===== src/rtl/role_select_ctrl_if.sv =====
// UART byte channel between the role-selection controller and the serial link.
// The controller takes the master side: it offers tx bytes and consumes rx bytes.
interface role_select_ctrl_if;
    logic       rx_valid;
    logic [7:0] rx_data;
    logic       tx_ready;
    logic       tx_valid;
    logic [7:0] tx_data;

    modport master (
        input  rx_valid,
        input  rx_data,
        input  tx_ready,
        output tx_valid,
        output tx_data
    );

    modport slave (
        output rx_valid,
        output rx_data,
        output tx_ready,
        input  tx_valid,
        input  tx_data
    );
endinterface


===== src/rtl/role_select_ctrl.sv =====
// Negotiates the local player role with the remote board over UART, runs the game,
// and reports the winner once either side has collided.
module role_select_ctrl #(
    parameter int         TIMEOUT_CYCLES = 1_000_000,
    parameter logic [7:0] CLAIM_P1       = 8'hA1,
    parameter logic [7:0] CLAIM_P2       = 8'hA2,
    parameter logic [7:0] ACK_BYTE       = 8'hAC,
    parameter logic [7:0] LOST_BYTE      = 8'hDE
) (
    input  logic                 clk,
    input  logic                 rst_n,
    input  logic                 btn_p1,
    input  logic                 btn_p2,
    input  logic                 btn_restart,
    input  logic                 player1_collision,
    input  logic                 player2_collision,
    role_select_ctrl_if.master   uart,
    output logic [1:0]           selected_player,
    output logic                 game_over,
    output logic [1:0]           winner
);

    localparam int CNT_W = (TIMEOUT_CYCLES > 1) ? $clog2(TIMEOUT_CYCLES) : 1;
    localparam logic [CNT_W-1:0] CNT_LAST = CNT_W'(TIMEOUT_CYCLES - 1);

    localparam logic [1:0] ROLE_NONE = 2'b00;
    localparam logic [1:0] ROLE_P1   = 2'b01;
    localparam logic [1:0] ROLE_P2   = 2'b11;

    typedef enum logic [2:0] {
        IDLE,
        SEND_CLAIM,
        WAIT_ACK,
        SEND_ACK,
        PLAY,
        SEND_LOST,
        OVER
    } state_t;

    state_t           state, state_d;
    logic [1:0]       role, role_d;
    logic             tx_valid, tx_valid_d;
    logic [7:0]       tx_data, tx_data_d;
    logic [1:0]       sel_d;
    logic             over_d;
    logic [1:0]       win_d;
    logic [CNT_W-1:0] cnt, cnt_d;

    logic       handshake;
    logic       local_col;
    logic       rx_lost;
    logic [7:0] own_claim, opp_claim;
    logic [1:0] local_win, remote_win;

    assign uart.tx_valid = tx_valid;
    assign uart.tx_data  = tx_data;

    always_ff @(posedge clk or negedge rst_n) begin
        if (!rst_n) begin
            state           <= IDLE;
            role            <= ROLE_NONE;
            tx_valid        <= 1'b0;
            tx_data         <= 8'h00;
            selected_player <= 2'b00;
            game_over       <= 1'b0;
            winner          <= 2'b00;
            cnt             <= '0;
        end else begin
            state           <= state_d;
            role            <= role_d;
            tx_valid        <= tx_valid_d;
            tx_data         <= tx_data_d;
            selected_player <= sel_d;
            game_over       <= over_d;
            winner          <= win_d;
            cnt             <= cnt_d;
        end
    end

    // Role-relative views: which collision flag and claim byte belong to this board.
    always_comb begin
        handshake  = tx_valid && uart.tx_ready;
        rx_lost    = uart.rx_valid && (uart.rx_data == LOST_BYTE);
        local_col  = (role == ROLE_P1) ? player1_collision :
                     (role == ROLE_P2) ? player2_collision : 1'b0;
        own_claim  = (role == ROLE_P1) ? CLAIM_P1 : CLAIM_P2;
        opp_claim  = (role == ROLE_P1) ? CLAIM_P2 : CLAIM_P1;
        local_win  = (role == ROLE_P1) ? 2'b01 : 2'b10;
        remote_win = (role == ROLE_P1) ? 2'b10 : 2'b01;
    end

    always_comb begin
        state_d    = state;
        role_d     = role;
        tx_valid_d = tx_valid;
        tx_data_d  = tx_data;
        sel_d      = selected_player;
        over_d     = game_over;
        win_d      = winner;
        cnt_d      = cnt;

        case (state)
            IDLE: begin
                if (uart.rx_valid && uart.rx_data == CLAIM_P1) begin
                    role_d     = ROLE_P2;
                    state_d    = SEND_ACK;
                    tx_valid_d = 1'b1;
                    tx_data_d  = ACK_BYTE;
                end else if (uart.rx_valid && uart.rx_data == CLAIM_P2) begin
                    role_d     = ROLE_P1;
                    state_d    = SEND_ACK;
                    tx_valid_d = 1'b1;
                    tx_data_d  = ACK_BYTE;
                end else if (btn_p1) begin
                    role_d     = ROLE_P1;
                    state_d    = SEND_CLAIM;
                    tx_valid_d = 1'b1;
                    tx_data_d  = CLAIM_P1;
                end else if (btn_p2) begin
                    role_d     = ROLE_P2;
                    state_d    = SEND_CLAIM;
                    tx_valid_d = 1'b1;
                    tx_data_d  = CLAIM_P2;
                end
            end
            SEND_CLAIM: begin
                if (handshake) begin
                    state_d    = WAIT_ACK;
                    tx_valid_d = 1'b0;
                    tx_data_d  = 8'h00;
                    cnt_d      = '0;
                end
            end
            WAIT_ACK: begin
                // A crossed claim for the other role means both boards already agree.
                if (uart.rx_valid &&
                    (uart.rx_data == ACK_BYTE || uart.rx_data == opp_claim)) begin
                    state_d = PLAY;
                    sel_d   = role;
                end else if (uart.rx_valid && uart.rx_data == own_claim) begin
                    state_d = IDLE;
                    role_d  = ROLE_NONE;
                end else if (cnt == CNT_LAST) begin
                    state_d = IDLE;
                    role_d  = ROLE_NONE;
                end else begin
                    cnt_d = cnt + CNT_W'(1);
                end
            end
            SEND_ACK: begin
                if (handshake) begin
                    state_d    = PLAY;
                    tx_valid_d = 1'b0;
                    tx_data_d  = 8'h00;
                    sel_d      = role;
                end
            end
            PLAY: begin
                if (local_col) begin
                    state_d    = SEND_LOST;
                    tx_valid_d = 1'b1;
                    tx_data_d  = LOST_BYTE;
                    win_d      = rx_lost ? 2'b00 : remote_win;
                end else if (rx_lost) begin
                    state_d = OVER;
                    over_d  = 1'b1;
                    win_d   = local_win;
                end
            end
            SEND_LOST: begin
                if (handshake) begin
                    state_d    = OVER;
                    tx_valid_d = 1'b0;
                    tx_data_d  = 8'h00;
                    over_d     = 1'b1;
                end
            end
            OVER: begin
                if (btn_restart) begin
                    state_d = IDLE;
                    role_d  = ROLE_NONE;
                    sel_d   = 2'b00;
                    over_d  = 1'b0;
                    win_d   = 2'b00;
                end
            end
            default: begin
                state_d = IDLE;
            end
        endcase
    end

endmodule


===== src/flat_wrapper.sv =====
// flat-port wrapper written by rule: the top's interface ports become plain ports
module role_select_ctrl_flat 
#(
    parameter int         TIMEOUT_CYCLES = 1_000_000,
    parameter logic [7:0] CLAIM_P1       = 8'hA1,
    parameter logic [7:0] CLAIM_P2       = 8'hA2,
    parameter logic [7:0] ACK_BYTE       = 8'hAC,
    parameter logic [7:0] LOST_BYTE      = 8'hDE
)
  (clk, rst_n, btn_p1, btn_p2, btn_restart, player1_collision, player2_collision, selected_player, game_over, winner, uart_rx_valid, uart_rx_data, uart_tx_ready, uart_tx_valid, uart_tx_data);
  role_select_ctrl_if uart_i ();
  input  logic clk;
  input  logic rst_n;
  input  logic btn_p1;
  input  logic btn_p2;
  input  logic btn_restart;
  input  logic player1_collision;
  input  logic player2_collision;
  output logic [1:0] selected_player;
  output logic game_over;
  output logic [1:0] winner;
  input wire logic [$bits(uart_i.rx_valid)-1:0] uart_rx_valid;
  input wire logic [$bits(uart_i.rx_data)-1:0] uart_rx_data;
  input wire logic [$bits(uart_i.tx_ready)-1:0] uart_tx_ready;
  output wire logic [$bits(uart_i.tx_valid)-1:0] uart_tx_valid;
  output wire logic [$bits(uart_i.tx_data)-1:0] uart_tx_data;
  assign uart_i.rx_valid = uart_rx_valid;
  assign uart_i.rx_data = uart_rx_data;
  assign uart_i.tx_ready = uart_tx_ready;
  assign uart_tx_valid = uart_i.tx_valid;
  assign uart_tx_data = uart_i.tx_data;
  role_select_ctrl #(.TIMEOUT_CYCLES(TIMEOUT_CYCLES), .CLAIM_P1(CLAIM_P1), .CLAIM_P2(CLAIM_P2), .ACK_BYTE(ACK_BYTE), .LOST_BYTE(LOST_BYTE)) u_core (.clk(clk), .rst_n(rst_n), .btn_p1(btn_p1), .btn_p2(btn_p2), .btn_restart(btn_restart), .player1_collision(player1_collision), .player2_collision(player2_collision), .uart(uart_i), .selected_player(selected_player), .game_over(game_over), .winner(winner));
endmodule

===== config.mk =====
export PLATFORM = sky130hd
export DESIGN_NAME = role_select_ctrl_flat
export DESIGN_NICKNAME = d
export VERILOG_FILES = /design/src/rtl/role_select_ctrl_if.sv /design/src/rtl/role_select_ctrl.sv /design/src/flat_wrapper.sv
export SDC_FILE = /design/constraint.sdc
export NUM_CORES = 1
export LEC_CHECK = 0
export ABC_AREA = 1
export CAP_MARGIN = 40
export CORE_AREA = 4 4 71 73
export CTS_BUF_LIST = sky130_fd_sc_hd__clkbuf_8
export DETAILED_ROUTE_END_ITERATION = 10
export DIE_AREA = 0 0 75 77
export GPL_ROUTABILITY_DRIVEN = 1
export GPL_TIMING_DRIVEN = 0
export PLACE_DENSITY_LB_ADDON = 0.2
export SLEW_MARGIN = 20
export SYNTH_ARGS = -nofsm -noshare
export SYNTH_HDL_FRONTEND = slang
export SYNTH_SLANG_ARGS = --single-unit
export TNS_END_PERCENT = 20

===== constraint.sdc =====
create_clock -name clk -period 1.9 [get_ports clk]
set_input_delay 0.285 -clock clk [delete_from_list [all_inputs] [get_ports clk]]
set_output_delay 0.285 -clock clk [all_outputs]
set_load 0.02 [all_outputs]

# --- Yosys cells after proc, flatten, opt, wreduce, memory -nomap -nowiden ---
# Cells that the tools add are included.
classes:
  addsub: 1
  n_mul: 0
  div_mod_pow: 0
  n_lt_le_gt_ge: 0
  eq_ne: 31
  shifts: 0
  n_mux: 60
  bitwise: 0
  n_reduce_logical: 22
op_table:
  columns: ["operator", "n"]
  rows:
  - ["2-to-1 mux 20 bit", 4]
  - ["2-to-1 mux 8 bit", 6]
  - ["case mux 20 bit (2 select lines)", 1]
  - ["2-to-1 mux 3 bit", 13]
  - ["2-to-1 mux 2 bit", 17]
  - ["equality test 8 bit (second input constant)", 4]
  - ["case mux 8 bit (3 select lines)", 1]
  - ["case mux 3 bit (7 select lines)", 1]
  - ["adder 20 x 1 -> 20 bit (second input constant)", 1]
  - ["equality test 20 bit (second input constant)", 1]
  - ["equality test 8 bit", 2]
  - ["AND reduction 5 bit", 3]
  - ["!= test 2 x 1 -> 1 bit (second input constant)", 7]
  - ["2-to-1 mux 1 bit", 12]
  - ["case mux 2 bit (3 select lines)", 2]
  - ["nonzero test 3 bit", 4]
  - ["!= test 2 bit (second input constant)", 5]
  - ["equality test 3 bit (second input constant)", 3]
  - ["AND reduction 4 bit", 2]
  - ["AND reduction 7 bit", 1]
  - ["equality test 3 x 2 -> 1 bit (second input constant)", 2]
  - ["logical AND 1 bit", 6]
  - ["!= test 3 x 1 -> 1 bit (second input constant)", 2]
  - ["case mux 1 bit (3 select lines)", 2]
  - ["11 further kinds", 12]
totals:
  ff_bits: 39
  latch_bits: 0
  mem_bits_rw: 0
  rom_bits: 0
  input_bits: 17
  mem_count: 0

# --- Depth between registers and ports, before layout ---
logic_depth:
  word_depth: 7
  ltp_mapped: 13

# --- Worst setup path after synthesis ---
# OpenSTA, ideal clock, no wires.
synth_path:
  path_kind: "register to register"
  start: "register u_core.cnt[0]"
  end: "register u_core.cnt[2]"
  setup_time_ns: 0.117
  t_arrival_ns: 1.554
  required_ns: 1.783
  setup_slack_ns: 0.228
  path_stages_with_launch: 14
  path_buffers: 2
  synth_period_minus_slack_ns: 1.672
  path_cell_list: "dfrtp_1 -> ha_1 -> nand2_1 -> inv_1 -> nand2_2 -> nor2_1 -> nand2_1 -> nand2_1 -> nand2_1 -> nand3_2 -> buf_6 -> buf_12 -> nand2_2 -> o21ai_2"
synth_between:
  elab_chain_cells: 5
  elab_cells_between_ends: 8
  cone_classes: "add/sub: 1; eq/ne: 2; mux: 4; reduce/logical: 1"
synth_rtl:
  columns: ["element", "line", "rtl"]
  rows:
  - ["start: declaration", "role_select_ctrl.sv:47", "logic [CNT_W-1:0] cnt, cnt_d;"]
  - ["start signal: assignment", "role_select_ctrl.sv:76", "cnt <= cnt_d;"]
  - ["adder 20 x 1 -> 20 bit", "role_select_ctrl.sv:147", "cnt_d = cnt + CNT_W'(1);"]
  - ["2-to-1 mux 20 bit", "role_select_ctrl.sv:143", "end else if (cnt == CNT_LAST) begin"]
  - ["2-to-1 mux 20 bit", "role_select_ctrl.sv:140", "end else if (uart.rx_valid && uart.rx_data == own_claim) begin"]
  - ["2-to-1 mux 20 bit", "role_select_ctrl.sv:136", "if (uart.rx_valid &&"]
  - ["case mux 20 bit (2 select lines)", "role_select_ctrl.sv:102", "case (state)"]
# Parallel ways exist; a longest one is shown, timed or not. The select of a mux whose other input is x is not followed.
# A chain may end at the register's enable or synchronous reset.

# --- Worst setup path after layout ---
layout_path:
  start: "register u_core.cnt[0]"
  end: "register u_core.cnt[1]"
# The elaborated chain is that of the path after synthesis.

==> metrics.txt <==
area grow syn2layout=20.9%; skew final=0.00730 ns; Crit Reg-Reg Endpoint=u_core.cnt[1]$_DFFE_PN0P_; Compound-Gate Fraction of Synth Area=7.70%; Flop pwr share=33.0%; Initial Util=57.1%; Synth Area in Adders=0.503%; total gr overflow=0; critical-path maximum fanout=10; Starting DRT DRC Count=182; DRT Pass-1 Iters=4; clock network power share=14.8%; period utilization=a little over nine tenths; Leak=1.44 nW; CTS sink count=37; Post-Syn Area=2490 um2; nets=~430; CTS tree=yes; mux cell area share after synthesis=0%; Yosys cell types=30; gpl congestion=0.883; Startpoint Class=register; vias per inst=roughly 5.3; reg2reg start=u_core.cnt[0]$_DFFE_PN0P_; Crit path required time=2.07 ns; Tot GR Track Use=21.5%; overall die width=75 um; GR Util met2=37.3%; Crit Path Class=reg2reg; number of diodes=0; XOR/XNOR Fraction of Synth Area=3.87%; Final WS setup=0.0871 ns; Post-Synth Simple-Gate Area=41.3%; Sw Share=42.6%; global-route wire length before repair=9850 um; routed wire length=just under 6000 um; Root Buffer=clkbuf_8; max-capacitance violation count=0; Fmax=about 0.55 GHz; Tightest Hold Check Type=in2async; largest net degree at the start of global routing=27; most frequent cells in the layout=130 x nand2_1, 51 x nor2_1, 40 x inv_1, 35 x dfrtp_1; Rows=24; P_int=1.92 mW; worst vdd ir=~0.00072 V; fin crit period=1.81 ns; PwrDens=1110 nW/um2; Cells after Synth=374; Syn Area/Cell=6.65 um2; DP HPWL=4400 um; Die ar.=5780 um2; most crowded layer after global routing=met2; most common library cell in the layout ignoring fill and taps=nand2_1; die height=77 um; Final Hold Viols=0; max_slew headroom=about two thirds; Register-to-Register Path Depth=13; initial antenna violation count=0; met3 Use GR=3.14%; cts bufs inserted=5; share of layout cells above drive strength 1=10.1%; Crit path top cell by count=nand2_1; insertion delay to the later sink of the worst-skew pair=between 0.2 and 0.3 ns; Worst R2R Setup Slack=0.09 ns; number of global-route vias before repair=2404; crit-path cells=ha_4, nand2_1, inv_1, nand2_2, nor2_1, nand2_1, nand2_1, nand2_1, nand3_2, buf_6, buf_12, nand2_2, o21ai_2; status=completed; Avg WL per Cell=12.4 um; syn nets=392; Reg clk slew, reported paths=0.07 ns; Worst-Margin Slew=0.505 ns; Seq/Total Area, Yosys=a little under two fifths; Worst path max stage delay=around 0.45 ns; clk buf depth=2; I/O Pins=31; via count=2495; largest family of logic cells by synthesized area=simple AND/OR/NAND/NOR gates; H-tree levels=2; CP Data Arrival Time=~2.0 ns; CP max-delay cell=dfrtp_2; max-slew violations=0; combinational power share=52.2%; # setup viols final=0; CP Capture Type=register; Ys Warns=0; Fin Hold WS=0.419 ns; Net Sw Power=1.42 mW; Finished Core Util=69.1%; core footprint=4350 um2; # DRC=0; Setup WS pre-CTS=-0.247 ns; input/output buffers=30; antenna-violating nets left=0; post-synthesis register bit count=37; RSZ-0062 raised after global routing=true; met1 Usage GRT=25.1%
-- worst max-delay path, delay by kind of cell, from the launching register on --
| kind | cells | cell delay (ns) |
|---|---|---|
| buf+inv | 3 | 0.39 |
| flops | 1 | 0.45 |
| simple gates | 8 | 0.63 |
| fa+ha+maj | 1 | 0.18 |
| compound gates | 1 | 0.05 |
-- sequential cells by signal, summed over array words and instances (netlist names) --
register,count
u_core.uart.tx_valid,1
u_core.winner,2
u_core.game_over,1
u_core.selected_player,2
u_core.cnt,20
u_core.state,3
u_core.uart.tx_data,6
u_core.role,2
-- synthesized netlist by cell type --
master	n	share of area (%)
clkbuf_1	2	0.30
nor2_4	2	0.91
and2_1	1	0.25
buf_12	1	0.80
nand4_1	9	2.3
o211ai_1	1	0.30
inv_1	40	6.0
nand3_1	30	6.0
buf_6	1	0.45
nor3_1	6	1.2
buf_2	3	0.60
nand2_1	131	20
ha_1	1	0.50
a21boi_0	2	0.60
a31oi_1	1	0.25
xnor2_1	2	0.70
xor2_1	9	3.2
buf_4	2	0.60
buf_8	1	0.60
o21bai_1	2	0.60
or2_2	1	0.25
o31ai_1	1	0.30
nand3b_1	1	0.30
dfrtp_1	37	37
nand2_2	7	1.8
nand3_2	1	0.40
o21ai_0	17	3.4
nor2_1	54	8.1
a21oi_1	4	0.80
o21ai_2	4	1.4
-- kinds of logic (layout without fill, tap and decap cells) --
group / Yosys count / in the layout
compound gates: 32 / 32
buf+inv: 50 / 91
simple gates: 243 / 243
flops: 37 / 37
xor+xnor: 11 / 11
fa+ha+maj: 1 / 1
-- power by group through the flow --
stage	Sequential, mW	Combinational, mW	Clock (mW)
3_5_place_dp	1.11	1.65	0
5_1_grt	1.13	1.93	0.561
3_3_place_gp	1.11	1.62	0
4_1_cts	1.10	1.67	0.515
6_report	1.10	1.74	0.496
2_1_floorplan	1.22	0.999	0
-- area by class of cell --
class,count,area [um2]
fillers,388,1350
clock inverters,1,5.00
clock buffers,5,68.8
plain buffers,10,86.3
multi-input cells,287,1360
flip-flops and latches,37,928
inverters,40,150
repair buffers,35,348
well taps,52,65.1
-- routing by layer --
| layer | vias to the layer above | wire length (um) |
|---|---|---|
| met5 | - | 0 |
| met4 | 0 | 142 |
| met3 | 13 | 226 |
| met2 | 61 | 3020 |
| met1 | 1163 | 2420 |
| li1 | 1258 | - |
-- per-stage QoR --
| stage | instances | instance area, um2 | TNS [ns] | power (mW) |
|---|---|---|---|---|
| 6_report | 467 | 3010 | 0 | 3.34 |
| 5_1_grt | 467 | 3010 | -0.339 | 3.62 |
| 4_1_cts | 464 | 2960 | 0 | 3.28 |
| 3_5_place_dp | 457 | 2870 | -3.20 | 2.76 |
| 3_3_place_gp | 456 | 2850 | -13.70 | 2.73 |
| 2_1_floorplan | 374 | 2490 | 0 | 2.22 |
-- timing repair --
item,in CTS,in global routing
resized for setup,2,11
hold buffers,1,0
setup endpoints to repair,17,28
buffers inserted,0,3
pin swaps,0,2
hold endpoints to repair,11,0
-- worst max-delay path by stage --
stage | start | to | slack, ns | cells past startpoint
after floorplan | u_core.cnt[0]$_DFFE_PN0P_ | u_core.cnt[2]$_DFFE_PN0P_ | 0.23 | 13
after global placement | rst_n | u_core.uart.tx_data[0]$_DFFE_PN0P_ | -0.31 | 1
after detailed placement | uart_rx_data[1] | u_core.uart.tx_valid$_DFFE_PN0P_ | -0.25 | 10
after CTS | u_core.cnt[0]$_DFFE_PN0P_ | u_core.cnt[16]$_DFFE_PN0P_ | 0.008 | 12
after global routing | u_core.cnt[0]$_DFFE_PN0P_ | u_core.cnt[14]$_DFFE_PN0P_ | -0.04 | 13
final | u_core.cnt[0]$_DFFE_PN0P_ | u_core.cnt[1]$_DFFE_PN0P_ | 0.09 | 13
Power figures use the tool's default switching activity.
